`config.mk`:
```
export PLATFORM = sky130hd
export DESIGN_NAME = dp_seq
export DESIGN_NICKNAME = d
export VERILOG_FILES = /design/src/rtl/dp_seq_pkg.sv /design/src/rtl/dp_seq_vpipe.sv /design/src/rtl/dp_seq.sv
export SDC_FILE = /design/constraint.sdc
export NUM_CORES = 1
export LEC_CHECK = 0
export CAP_MARGIN = 10
export CORE_MARGIN = 2
export CORE_UTILIZATION = 45
export DETAILED_ROUTE_END_ITERATION = 7
export PLACE_DENSITY_LB_ADDON = 0.08
export SKIP_CTS_REPAIR_TIMING = 1
export SLEW_MARGIN = 20
export SYNTH_ARGS = -nofsm -noshare
export SYNTH_HDL_FRONTEND = slang
export SYNTH_SLANG_ARGS = --single-unit
export TNS_END_PERCENT = 20
```
`constraint.sdc`:
```
create_clock -name dp_seq_clk -period 1.93 [get_ports dp_seq_clk]
set_clock_uncertainty 0.2 [all_clocks]
set_input_delay 0.193 -clock dp_seq_clk [delete_from_list [all_inputs] [get_ports dp_seq_clk]]
set_output_delay 0.193 -clock dp_seq_clk [all_outputs]
set_load 0.005 [all_outputs]
```
`src/rtl/dp_seq_pkg.sv`:
```
// dp_seq_pkg: shared definitions for the datapath sequencer.
//   state_t     - sequencer FSM states
//   DEF_CNT_W   - default width of the length / issue counter
//   DEF_LAT     - default datapath latency in cycles (legal 1..32)
package dp_seq_pkg;

    typedef enum logic [2:0] {
        ST_IDLE  = 3'd0,
        ST_INIT  = 3'd1,
        ST_RUN   = 3'd2,
        ST_DRAIN = 3'd3,
        ST_DONE  = 3'd4
    } state_t;

    localparam int DEF_CNT_W = 16;
    localparam int DEF_LAT   = 4;

endpackage

```
`src/rtl/dp_seq_vpipe.sv`:
```
// dp_seq_vpipe: LAT-deep valid shift register that follows samples through
// the fixed-latency datapath.
//   clk      - clock
//   clr      - synchronous clear (reset or abort), wins over the shift
//   issue    - sample issued this cycle, enters bit 0
//   valid    - bit LAT-1, the datapath result is valid this cycle
//   drained  - all-zero flag for the register as it will be after this
//              cycle's shift, assuming no new issue
module dp_seq_vpipe #(
    parameter int LAT = 4
) (
    input  logic clk,
    input  logic clr,
    input  logic issue,
    output logic valid,
    output logic drained
);

    logic [LAT-1:0] pipe;
    logic [LAT-1:0] shifted;

    // Shift form avoids a negative slice index when LAT is 1.
    assign shifted = pipe << 1;

    always_ff @(posedge clk) begin
        if (clr) begin
            pipe <= '0;
        end else begin
            pipe <= shifted | LAT'(issue);
        end
    end

    assign valid = pipe[LAT-1];

    // The top bit leaves on the next shift, so only the lower bits matter.
    assign drained = (shifted == '0);

endmodule

```
`src/rtl/dp_seq.sv`:
```
// dp_seq: sequencer for a generated datapath operator graph.
// Pulses init, issues len samples (honouring stall), tracks them through
// the datapath latency and pulses done once the pipeline has drained.
//   dp_seq_clk         - clock
//   dp_seq_reset       - synchronous active-high reset
//   dp_seq_start       - start command, sampled only in IDLE
//   dp_seq_len         - number of samples, captured with start
//   dp_seq_stall       - downstream backpressure, blocks issue this cycle
//   dp_seq_abort       - cancel current run (ignored in IDLE)
//   dp_seq_init        - one-cycle init pulse to all operators
//   dp_seq_in_disable  - low only on issue cycles
//   dp_seq_valid_out   - datapath output valid this cycle
//   dp_seq_busy        - high whenever not IDLE
//   dp_seq_done        - one-cycle completion pulse
//   dp_seq_issue_cnt   - samples issued in current or last run
//   dp_seq_state       - current FSM state, for observation
//
// Handshake: a sample is issued in a cycle exactly when the FSM is in RUN,
// stall is low and abort is low; in_disable is the inverse of that issue
// flag. in_disable is built from the registered state gated by the same
// cycle's stall/abort, so a stall or abort suppresses the issue of the very
// cycle in which it is seen. All other outputs are flops.
module dp_seq
    import dp_seq_pkg::*;
#(
    parameter int CNT_W = DEF_CNT_W,
    parameter int LAT   = DEF_LAT
) (
    input  logic             dp_seq_clk,
    input  logic             dp_seq_reset,
    input  logic             dp_seq_start,
    input  logic [CNT_W-1:0] dp_seq_len,
    input  logic             dp_seq_stall,
    input  logic             dp_seq_abort,
    output logic             dp_seq_init,
    output logic             dp_seq_in_disable,
    output logic             dp_seq_valid_out,
    output logic             dp_seq_busy,
    output logic             dp_seq_done,
    output logic [CNT_W-1:0] dp_seq_issue_cnt,
    output state_t           dp_seq_state
);

    state_t           state;
    logic [CNT_W-1:0] len_q;
    logic             issue;
    logic             abort_act;
    logic             drained;

    assign abort_act = dp_seq_abort && (state != ST_IDLE);
    assign issue     = (state == ST_RUN) && !dp_seq_stall && !dp_seq_abort;

    assign dp_seq_in_disable = !issue;
    assign dp_seq_state      = state;

    dp_seq_vpipe #(
        .LAT(LAT)
    ) u_vpipe (
        .clk     (dp_seq_clk),
        .clr     (dp_seq_reset || abort_act),
        .issue   (issue),
        .valid   (dp_seq_valid_out),
        .drained (drained)
    );

    always_ff @(posedge dp_seq_clk) begin
        if (dp_seq_reset) begin
            state            <= ST_IDLE;
            len_q            <= '0;
            dp_seq_issue_cnt <= '0;
            dp_seq_init      <= 1'b0;
            dp_seq_busy      <= 1'b0;
            dp_seq_done      <= 1'b0;
        end else begin
            dp_seq_init <= 1'b0;
            dp_seq_done <= 1'b0;
            if (abort_act) begin
                // issue_cnt is deliberately left frozen.
                state       <= ST_IDLE;
                dp_seq_busy <= 1'b0;
            end else begin
                case (state)
                    ST_IDLE: begin
                        if (dp_seq_start) begin
                            len_q            <= dp_seq_len;
                            dp_seq_issue_cnt <= '0;
                            dp_seq_busy      <= 1'b1;
                            if (dp_seq_len == '0) begin
                                state       <= ST_DONE;
                                dp_seq_done <= 1'b1;
                            end else begin
                                state       <= ST_INIT;
                                dp_seq_init <= 1'b1;
                            end
                        end
                    end
                    ST_INIT: begin
                        state <= ST_RUN;
                    end
                    ST_RUN: begin
                        if (!dp_seq_stall) begin
                            dp_seq_issue_cnt <= dp_seq_issue_cnt + CNT_W'(1);
                            if (dp_seq_issue_cnt == len_q - CNT_W'(1)) begin
                                state <= ST_DRAIN;
                            end
                        end
                    end
                    ST_DRAIN: begin
                        if (drained) begin
                            state       <= ST_DONE;
                            dp_seq_done <= 1'b1;
                        end
                    end
                    ST_DONE: begin
                        state       <= ST_IDLE;
                        dp_seq_busy <= 1'b0;
                    end
                    default: begin
                        state       <= ST_IDLE;
                        dp_seq_busy <= 1'b0;
                    end
                endcase
            end
        end
    end

endmodule

```
==> results of run 1 <==
-- per-layer routing --
layer / part of all wire, % / wire length, µm / GRT usage (%) / vias up
met5: 0 / 0 / 0 / -
met4: 0.31 / 18 / 4.76 / 0
met3: 3.4 / 194 / 4.02 / 2
met2: 47 / 2680 / 33.9 / 47
met1: 50 / 2870 / 31.5 / 1051
li1: - / - / - / 1176
-- critical path, cell delays in order, from the launching register on --
cell and delay (ns):
dfxtp_2 0.34, or4_4 0.54, nor4_4 0.17, mux2_2 0.37
a21boi_1 0.15, o2111ai_1 0.15, a21oi_1 0.15
-- logic make-up after synthesis --
group / count (synthesis) / synth area share, %
compound gates: 52 / 13.8
simple gates: 139 / 32.5
buf+inv: 16 / 3.46
fa+ha+maj: 2 / 1.10
flops: 42 / 36.9
mux: 3 / 1.37
xor+xnor: 28 / 10.8
-- placed cells by master (no fill, tap or decap), types with 3 or more instances in the layout --
master / n
nand2_1: 45
nand3_1: 7
buf_4: 44
nor3_1: 6
inv_1: 6
and2_1: 3
a21oi_1: 28
nand4_1: 8
nor2_1: 22
nand2b_1: 4
xnor2_1: 12
clkbuf_8: 5
and4_1: 3
dfxtp_1: 38
nor2b_1: 3
dfxtp_2: 4
a211oi_1: 3
and3_1: 3
or3_1: 8
o21ai_0: 6
nor4_1: 7
xor2_1: 16
clkdlybuf4s50_1: 42
-- layout make-up --
type                            count  area [µm²]
Clock buffer                        6        72.6
Tap cell                           67        83.8
Sequential cell                    42         846
Fill cell                         408        1540
Multi-Input combinational cell    224        1390
Clock inverter                      2        37.5
Inverter                            6        22.5
Timing Repair Buffer               89         796
-- power groups by stage --
stage | logic (µW) | clock network [µW] | registers, µW
finish | 1340 | 693 | 1030
global route | 1470 | 738 | 1050
CTS | 1300 | 708 | 1030
detailed placement | 1290 | 0 | 1050
global placement | 1280 | 0 | 1040
floorplan | 749 | 0 | 1070
-- final timing paths --
kind,end,start,depth (start not counted)
worst max-delay path,dp_seq_state[0]$_SDFFE_PP0P_,len_q[0]$_SDFFE_PP0P_,6
worst min-delay path,u_vpipe.pipe[0]$_SDFF_PP0_,dp_seq_stall,5
worst max register to register,dp_seq_state[0]$_SDFFE_PP0P_,len_q[0]$_SDFFE_PP0P_,6
worst min register to register,u_vpipe.pipe[1]$_SDFF_PP0_,u_vpipe.pipe[0]$_SDFF_PP0_,1
-- registers in the layout, indices dropped and copies added (netlist names) --
| register | flops |
|---|---|
| dp_seq_issue_cnt | 16 |
| len_q | 16 |
| u_vpipe.pipe | 4 |
| dp_seq_state | 3 |
| dp_seq_busy | 1 |
| dp_seq_done | 1 |
| dp_seq_init | 1 |
-- metrics by stage --
stage,utilization (%),total power [µW]
3_3_place_gp,64.7,2320
6_report,67.8,3070
5_1_grt,67.8,3250
4_1_cts,67.0,3040
2_1_floorplan,-,1810
3_5_place_dp,64.7,2340
==> results_dict.tcl, run 1 <==
set metrics [dict create \
    synth_top_area_share_pct 36.9 \
    hold_violations 0 \
    yosysTopAreaCell "dfxtp_1" \
    grt_remaining_overflow 0 \
    grt_antenna_before_repair 0 \
    h-tree-depth 2 \
    synth_area_per_cell_um2 8.07 \
    root_buffer "clkbuf_8" \
    synth_nets 305 \
    hold_path_class "in2reg" \
    post-route-drc-count 0 \
    endpoint_kind "flip-flop" \
    synthCells 282 \
    synth_cell_type_count 48 \
    totalWireLength_mm 5.77 \
    syn_to_final_growth_pct 42.6 \
    maxSlewHeadroom_pct 70.7 \
    path_clk_slew_ns 0.08 \
    clkPwrFrac_pct 22.6 \
    crit_type "reg2reg" \
    p_sw_share_pct 33.6 \
    drv_cap 0 \
    cp.required_ns 1.96 \
    nets 391 \
    vias 2276 \
    grt_usage_pct 21.8 \
    yosys.cell_count.top_type "nand2_1" \
    setup-tns-final_ns -0.200 \
    yosys-top-cells-count "45 x nand2_1, 42 x dfxtp_1, 28 x a21oi_1" \
    die_area_um2 5640 \
    seq_power_share_pct 33.7 \
    ant_nets 0 \
    antenna_cells 0 \
    grt_max_degree 22 \
    irDropWorstVdd_uv 518 \
    start_util_pct 47.6 \
    clock.fmax_mhz 469 \
    cts_tree "done" \
    die-height_um 75.1 \
    io_pins 45 \
    ys.warnings.count 0 \
    dp_hpwl_mm 4.47 \
    core_um2 4790 \
    stdcell_count 436 \
    pre_cts_ws_ns -0.252 \
    portBuffers 44 \
    dp_cells 428 \
    p_leak_uw 0.00126 \
    layout_min_cycle_time_ns 2.13 \
    internal_power_uw 2040 \
    rsz0062_at_grt "true" \
    finalWeightedCongestion 0.815 \
    num_rows 25 \
    die_w_um 75.1 \
    first_global_vias 2092 \
    arrival_ns 2.16 \
    switchingPower_uw 1030 \
    avgRoutedWirePerCell_um 13.2 \
    place_area_um2 3090 \
    hold_ws_ns 0.210 \
    async_flop_share_pct 0 \
    final.period_utilization_pct 110 \
    grt_pass1_wl_mm 9.54 \
    reg2reg_slack_ns -0.20 \
    clk_path_buf_depth 2 \
    avgViaCountPerCell 5.22 \
    syn_area_um2 2280 \
    synth_seq_cells 42 \
    failed_checks "setup timing" \
    clock_latency_ns 0.29 \
    worstPathMaxFanout 4 \
    drt_iter0_drc 121 \
    outcome "finished with violations" \
    p_comb_share_pct 43.8 \
    slew_viol_final 0 \
    firstDrtPassIters 6 \
    power_density_nw_per_um2 945 \
    ys_seq_area_share_pct 36.9 \
    startpoint_type "flip-flop" \
    numCtsBuffers 5 \
    synth_edf_count 0 \
    finalSetupViolCount 1 \
    layout-drive-gt1-share_pct 19.0 \
    tightest_slew_ns 0.434 \
    clock_sinks 42 \
    synth_area_leaders "dfxtp_1 37%, nand2_1 7.4%, a21oi_1 6.2%" \
    ys.flop_type "dfxtp_1" \
    setup_slack_ns -0.200 \
    finish.instance_area_um2 3250 \
]
(Power assumes the default switching activity.)
==> inputs of run 2 (changes only) <==
--- a/config.mk
+++ b/config.mk
@@ -7,7 +7,7 @@
 export LEC_CHECK = 0
 export CAP_MARGIN = 10
 export CORE_MARGIN = 2
-export CORE_UTILIZATION = 45
+export CORE_UTILIZATION = 46
 export DETAILED_ROUTE_END_ITERATION = 7
 export PLACE_DENSITY_LB_ADDON = 0.08
 export SKIP_CTS_REPAIR_TIMING = 1
==> results_dict.tcl, run 2 (synthesized netlist as in run 1, its figures left out) <==
set metrics [dict create \
    outcome "finished with violations" \
    failed_checks "setup timing" \
    dp_hpwl_mm 4.32 \
    worstReg2RegStart "len_q[0]$_SDFFE_PP0P_" \
    rsz0062_at_grt "true" \
    switchingPower_uw 1020 \
    stdcell_count 439 \
    finalSetupViolCount 1 \
    multiInputGateArea_um2 1380 \
    core_um2 4750 \
    worstPathMaxFanout 3 \
    numCtsBuffers 5 \
    antenna_cells 0 \
    start_util_pct 47.9 \
    crit_path_cell_trace "or4_4, nor4_4, buf_4, mux2i_1, a21boi_1, o2111ai_1, a21oi_1" \
    clock_sinks 42 \
    critPathBufInv 1 \
    die_w_um 74.3 \
    clock.fmax_mhz 479 \
    first_global_vias 2024 \
    clk_path_buf_depth 2 \
    power_density_nw_per_um2 943 \
    setup_slack_ns -0.157 \
    internal_power_uw 2060 \
    clock_latency_ns 0.30 \
    portBuffers 44 \
    hold_path_class "in2reg" \
    reg2reg_slack_ns -0.16 \
    arrival_ns 2.07 \
    avgViaCountPerCell 5.21 \
    tightest_slew_ns 0.425 \
    drt_iter0_drc 82 \
    slowest_stage "or4_4" \
    seq_power_share_pct 33.5 \
    final.period_utilization_pct 108 \
    firstDrtPassIters 4 \
    endpoint_kind "flip-flop" \
    syn_to_final_growth_pct 43.5 \
    grt_pass1_wl_mm 9.29 \
    path_delay_family "simple AND/OR/NAND/NOR gates" \
    dp_cells 432 \
    nets 395 \
    setup-tns-final_ns -0.157 \
    slew_viol_final 0 \
    final_cell_mix "48 x buf_4, 45 x nand2_1, 43 x clkdlybuf4s50_1" \
    io_pins 45 \
    cpPeakStageDelay_ns 0.53 \
    hold_depth 3 \
    hold-path-endpoint "len_q[4]$_SDFFE_PP0P_" \
    r2r-end "dp_seq_state[0]$_SDFFE_PP0P_" \
    register_area_um2 845 \
    hold_ws_ns 0.261 \
    hold_violations 0 \
    clkPwrFrac_pct 23.4 \
    p_comb_share_pct 43.1 \
    vias 2289 \
    layout_commonest_cell "buf_4" \
    post-route-drc-count 0 \
    totalWireLength_mm 5.69 \
    biggestRegsByFlops "dp_seq_issue_cnt x16, len_q x16, u_vpipe.pipe x4" \
    irDropWorstVdd_uv 610 \
    root_buffer "clkbuf_8" \
    grt_remaining_overflow 0 \
    layout_min_cycle_time_ns 2.09 \
    finalWeightedCongestion 0.848 \
    path_clk_slew_ns 0.08 \
    crit_type "reg2reg" \
    power_uw 3080 \
    p_sw_share_pct 33.1 \
    h-tree-depth 2 \
    maxSlewHeadroom_pct 71.3 \
    p_leak_uw 0.00127 \
    cp.required_ns 1.91 \
    avgRoutedWirePerCell_um 12.9 \
    fillCellCount 419 \
    startpoint_type "flip-flop" \
    die-height_um 74.3 \
    final_core_util_pct 68.7 \
    layout-drive-gt1-share_pct 19.4 \
    r2r_cells 7 \
    worstHoldStart "dp_seq_len[4]" \
    cts_tree "done" \
    ant_nets 0 \
    grt_usage_pct 21.9 \
    num_rows 25 \
    drv_cap 0 \
    die_area_um2 5530 \
    grt_max_degree 22 \
    grt_antenna_before_repair 0 \
]
## run 2: layer usage
layer  wire length (µm)  GRT usage (%)  vias to the layer above
met2               2510           34.3                       55
met3                276           5.01                       10
met1               2820           30.4                     1041
li1                   -              -                     1183
met5                  0              0                        -
met4                 82           6.15                        0
## run 2: power by group through the flow
stage          logic [µW]  registers [µW]  clock network, µW
2_1_floorplan         749            1070                  0
3_3_place_gp         1270            1040                  0
5_1_grt              1450            1040                756
6_report             1330            1030                720
3_5_place_dp         1290            1050                  0
4_1_cts              1300            1030                726
## run 2: final cells by class
cell class,count,area share [%]
clock buffer,6,2.53
inverter,6,0.690
clock inverter,1,0.920
sequential,42,25.9
multi-input combinational,224,42.2
timing repair buffer,93,25.2
tap,67,2.57
## run 2: worst max-delay path by stage
stage	from	endpoint	slack [ns]	cells past startpoint
after CTS	len_q[1]$_SDFFE_PP0P_	dp_seq_state[0]$_SDFFE_PP0P_	-0.22	6
after global placement	len_q[1]$_SDFFE_PP0P_	dp_seq_state[0]$_SDFFE_PP0P_	-0.19	6
after detailed placement	dp_seq_start	dp_seq_issue_cnt[12]$_SDFFE_PP0P_	-0.25	6
after global routing	len_q[0]$_SDFFE_PP0P_	dp_seq_state[0]$_SDFFE_PP0P_	-0.30	7
after floorplan	len_q[0]$_SDFFE_PP0P_	dp_seq_state[0]$_SDFFE_PP0P_	-0.17	6
final	len_q[0]$_SDFFE_PP0P_	dp_seq_state[0]$_SDFFE_PP0P_	-0.16	7
## run 2: tightest hold or removal path: stages
cell	delay, ns
clkdlybuf4s50_1	0.42
nand2_1	0.06
a21oi_1	0.05
## run 2: per-stage QoR
stage | instance area (µm²) | setup WS, ns
after floorplan | 2280 | -0.170
after global placement | 3120 | -0.192
after detailed placement | 3120 | -0.250
after CTS | 3240 | -0.221
after global routing | 3270 | -0.304
final | 3270 | -0.157
==> inputs of run 3 (changes only) <==
--- a/config.mk
+++ b/config.mk
@@ -8,6 +8,7 @@
 export CAP_MARGIN = 10
 export CORE_MARGIN = 2
 export CORE_UTILIZATION = 46
+export CTS_CLUSTER_DIAMETER = 50
 export DETAILED_ROUTE_END_ITERATION = 7
 export PLACE_DENSITY_LB_ADDON = 0.08
 export SKIP_CTS_REPAIR_TIMING = 1
==> results of run 3 <==
Same layout as run 2: the final DEF is identical, and so are final timing and power.
==> edit 1, RTL diff (settings of run 1) <==
Make the reset (`dp_seq_reset`) asynchronous in one clocked block. Comments in the files are not updated.
--- a/src/rtl/dp_seq.sv
+++ b/src/rtl/dp_seq.sv
@@ -64,5 +64,5 @@
     );
 
-    always_ff @(posedge dp_seq_clk) begin
+    always_ff @(posedge dp_seq_clk or posedge dp_seq_reset) begin
         if (dp_seq_reset) begin
             state            <= ST_IDLE;
Function: differs if dp_seq_reset is asserted again (counterexample within 4 cycles, from zero or initial values and one cycle with dp_seq_reset high); with dp_seq_reset held inactive, the same outputs for 10 cycles.
==> edit 1 against run 1 <==
The flow still finishes with violations (negative setup slack). Design area grew 15%. Synthesized area rose by 7.0%. Global-route usage down 0.31 points. Fmax fell by 14%. Power rose by 47%. Routed wire length up 9.7%. Clock power shrank 22%. Sequential cell count stayed put. Worst setup slack got worse by 340 ps. Synthesized cell count fell by 10%. Sequential share of layout area up 1.5 points. Hold slack worse by 49 ps. Critical path type unchanged. Critical endpoint is now dp_seq_state[0]. Largest cell class unchanged.
==> edit 1: results (changes against run 1) <==
* Status: finished, violations left
* Failing checks: negative setup slack
* Post-Syn Nets at 276 (-9.5%)
* Synth Area in Compound Gates at 11.3% (-2.5 points)
* Pre-CTS setup slack at -578 ps (-326 ps)
* Setup slack after layout at -536 ps (-336 ps)
* DRT met1 WL at 3.19 mm (+11%)
* Layout clock area frac at 2.14% (-1.3 points)
* Inverters at 10 (+4)
* Met2 wire length at 2.86 mm (+6.6%)
* Hold Path Class: in2async
* P_seq at 1.32 mW (+28%)
* DPL Wire Length at 4.64 mm (+3.6%)
* Ys async rst share at 90.5% (+90 points)
* Lkg Pwr at 1.58 nW (+25%)
* Relative slew slack at 67.3% (-3.4 points)
* Crit path DAT at 2480 ps (+320 ps)
* Non-clk bufs at 109 (+22%)
* Post-DP Area at 3420 um^2 (+10%)
* Largest net degree at the start of global routing at 39 (+77%)
* Drt total wl at 6.33 mm (+9.7%)
* DR pass1 iterations at 4 (-2)
* Final setup viols at 7 (+6)
* First-pass GRT wire length at 10.1 mm (+5.7%)
* Yosys cell types at 49 (+2.1%)
* Grt met3 use at 3.84% (-0.18 points)
* Non-clock buffer contribution to total cell area at 26.1% (+1.5 points)
* DP Cell Count at 417 (-2.6%)
edit 1: cells by family (layout without fill, tap and decap cells):
group,after synthesis,in the layout
adder cells (fa/ha/maj),2,2
buffers and inverters,20,127
flip-flops,42,42
XOR/XNOR,32,32
AO/OA/AOI/OAI,37,37
multiplexers,14,14
AND/OR/NAND/NOR,106,106
edit 1: worst reg2reg max path: stages, from the launching register on:
cell	delay, ps
dfrtp_1	380
or4_4	600
o31ai_2	260
nand4_1	140
nand4b_1	220
o41ai_2	380
mux2i_1	210
edit 1: worst paths after layout:
check                                  end  slack [ps]            start  depth (start not counted)
max                        dp_seq_state[0]        -540         len_q[7]                          6
min                        dp_seq_state[1]         160     dp_seq_reset                          3
max reg2reg                dp_seq_state[0]        -540         len_q[7]                          6
min reg2reg                u_vpipe.pipe[1]         260  u_vpipe.pipe[0]                          1
max in group asynchronous         len_q[0]        1010     dp_seq_reset                          3
min in group dp_seq_clk    dp_seq_state[1]         210     dp_seq_abort                          3
==> edit 2, RTL diff (flow settings as in run 1) <==
Made on the original files. The package constant `DEF_LAT` goes from 4 to 3.
--- a/src/rtl/dp_seq_pkg.sv
+++ b/src/rtl/dp_seq_pkg.sv
@@ -14,5 +14,5 @@
 
     localparam int DEF_CNT_W = 16;
-    localparam int DEF_LAT   = 4;
+    localparam int DEF_LAT   = 3;
 
 endpackage
Behaviour: not the same (a bounded check fails within 10 cycles, from zero or initial values and one cycle with dp_seq_reset high).
==> edit 2 against run 1 <==
The run still ends with negative setup slack left. Utilization grew 0.93 points. Routed wire length shrank 4.1%. Fmax shrank 17%. First-iteration DRC count shrank 3.3%. Via count shrank 1.3%. Synthesized area shrank 4.7%. Worst setup slack lost 440 ps. Sequential cell count shrank 1. Synthesized cell count shrank 2.5%. Global-route usage grew 0.55 points. Design area shrank 0.62%. Count of clock-buffer cells in the layout shrank 1. Sequential share of layout area shrank 0.54 points. Highest routed layer unchanged.
Power is not compared: it rests on default switching activity, and its combinational part moved more than twofold at a synthesized area within 25%.
==> edit 2: results (changes against run 1) <==
* CTS buffer count at 5 (unchanged)
* First-pass GRT wire length at 9.52 mm (-0.28%)
* HP Start: dp_seq_stall
* Port Buffers at 44 (unchanged)
* Clock tree root driver cell: clkbuf_8
* Skew-Pair Late Insertion Delay at 290 ps (about the same)
* DPL Wire Length at 4.17 mm (-6.8%)
* Vias in the first global route at 2062 (-1.4%)
* Vias at 2247 (-1.3%)
* Main synth FF type: dfxtp_1
* Relative slew slack at 58.5% (-12 points)
* CTS Sinks at 41 (-2.4%)
* Die area at 5390 um^2 (-4.5%)
* Top delay family on crit path: simple AND/OR/NAND/NOR gates
* Setup slack after layout at -643 ps (-443 ps)
* Non-clk bufs at 97 (+9.0%)
* Hold Worst Slack at 160 ps (-49.9 ps)
* DRC at 0 (unchanged)
* Multi-input logic area at 1330 um^2 (-4.0%)
* Layout cell share with drive strength beyond 1 at 20.1% (+1.1 points)
* Post-Syn Nets at 298 (-2.3%)
* DP Cell Count at 414 (-3.3%)
* Layout Nets at 391 (unchanged)
* DR pass1 iterations at 5 (-1)
* Inverters at 5 (-1)
* R2R cell count at 6 (unchanged)
* Pre-CTS setup slack at -697 ps (-445 ps)
* Final setup viols at 1 (unchanged)
* Drt total wl at 5.53 mm (-4.1%)
* Worst r2r src: len_q[6]
* Iteration-0 DRC Markers at 117 (-3.3%)
* Failing checks: negative setup slack
* Top post-synthesis cells by area: dfxtp_1 38%, nand2_1 7.3%, xor2_1 7.3%, nor2_1 5.7%, xnor2_1 5.7%
* Top flop regs: dp_seq_issue_cnt: 16 flops, len_q: 16 flops
* Yosys cell types at 43 (-10%)
* Fin util at 68.7% (+0.93 points)
* Worst vdd ir at 492 uV
* Post-Syn Area per Cell at 7.88 um^2 (-2.3%)
* Status: finished, violations left
* Layout clock area frac at 4.15% (+0.76 points)
* Critical Path Fanout Max at 2 (-2)
* Comb_multi_in at 218 (-2.7%)
* Non-clock buffer contribution to total cell area at 26.3% (+1.8 points)
* Seq/total area at 25.5% (-0.54 points)
* Register area share after synthesis at 37.9% (+0.91 points)
* Final Non-Filler Cells at 423 (-3.0%)
* Total global-route track usage at 22.4% (+0.55 points)
* Initial antenna violation count at 0 (unchanged)
* Clk_buf instances at 5 (-1)
* Slowest Stage Delay on Critical Path at between 500 and 600 ps
* Post-DP Area at 3040 um^2 (-1.9%)
* Largest net degree at the start of global routing at 24 (+9.1%)
* Final antenna diode count at 0 (unchanged)
* Lkg Pwr at 1.32 nW
* Clock-pin slew on the worst setup and hold paths at 80 ps (about the same)
* Crit path DAT at 2590 ps (+430 ps)
* GPL Wtd Cong at 0.840 (+3.1%)
* Comb power at 0.440 mW
* Filler instances at 403 (-1.2%)
* Most frequent cells after synthesis: 42 x nand2_1, 41 x dfxtp_1, 33 x nor2_1
[edit 2: cell count changes in the layout (fill, tap and decap cells not counted), moves of 3 or more]
cell	before	now
a211oi_1	3	0
a21oi_1	28	24
buf_4	44	52
nand2_1	45	42
nand4_1	8	5
nor2_1	22	31
o21ai_0	6	3
or3_1	8	5
[edit 2: kinds of logic (layout without fill, tap and decap cells)]
group | count (synthesis) | count (layout) | synth area share (%)
AND/OR/NAND/NOR | 135 | 135 | 30.9
buffers and inverters | 16 | 110 | 3.12
multiplexers | 1 | 1 | 0.462
flip-flops | 41 | 41 | 37.9
AO/OA/AOI/OAI | 48 | 48 | 13.6
XOR/XNOR | 32 | 32 | 12.9
adder cells (fa/ha/maj) | 2 | 2 | 1.15
[edit 2: tightest hold or removal path, cell delays in order]
cell and delay (ps):
dlymetal6s2s_1 130, nor3b_4 70, nand3_2 70, buf_4 120
nor2_1 30
[edit 2: how the worst max path moves through the flow]
stage | from | endpoint | slack, ps | cells after the start
5_1_grt | len_q[6] | dp_seq_state[0] | -770 | 6
4_1_cts | len_q[6] | dp_seq_state[0] | -700 | 6
6_report | len_q[6] | dp_seq_state[0] | -640 | 6
2_1_floorplan | len_q[6] | dp_seq_state[0] | -780 | 7
3_5_place_dp | len_q[6] | dp_seq_state[0] | -700 | 6
3_3_place_gp | len_q[6] | dp_seq_state[0] | -640 | 6
[edit 2: metal layers]
| metal | GRT usage (%) | part of all wire (%) |
|---|---|---|
| met1 | 32.8 | 49 |
| met4 | 5.45 | 1.1 |
| met2 | 33.8 | 45 |
| met3 | 4.12 | 4.6 |
| met5 | 0 | 0 |
[edit 2: metrics by stage]
step / power, mW / TNS, ps
global placement: 1.33 / -3740
global route: 2.25 / -921
floorplan: 1.16 / -779
CTS: 2.15 / -883
detailed placement: 1.34 / -3820
finish: 2.15 / -643
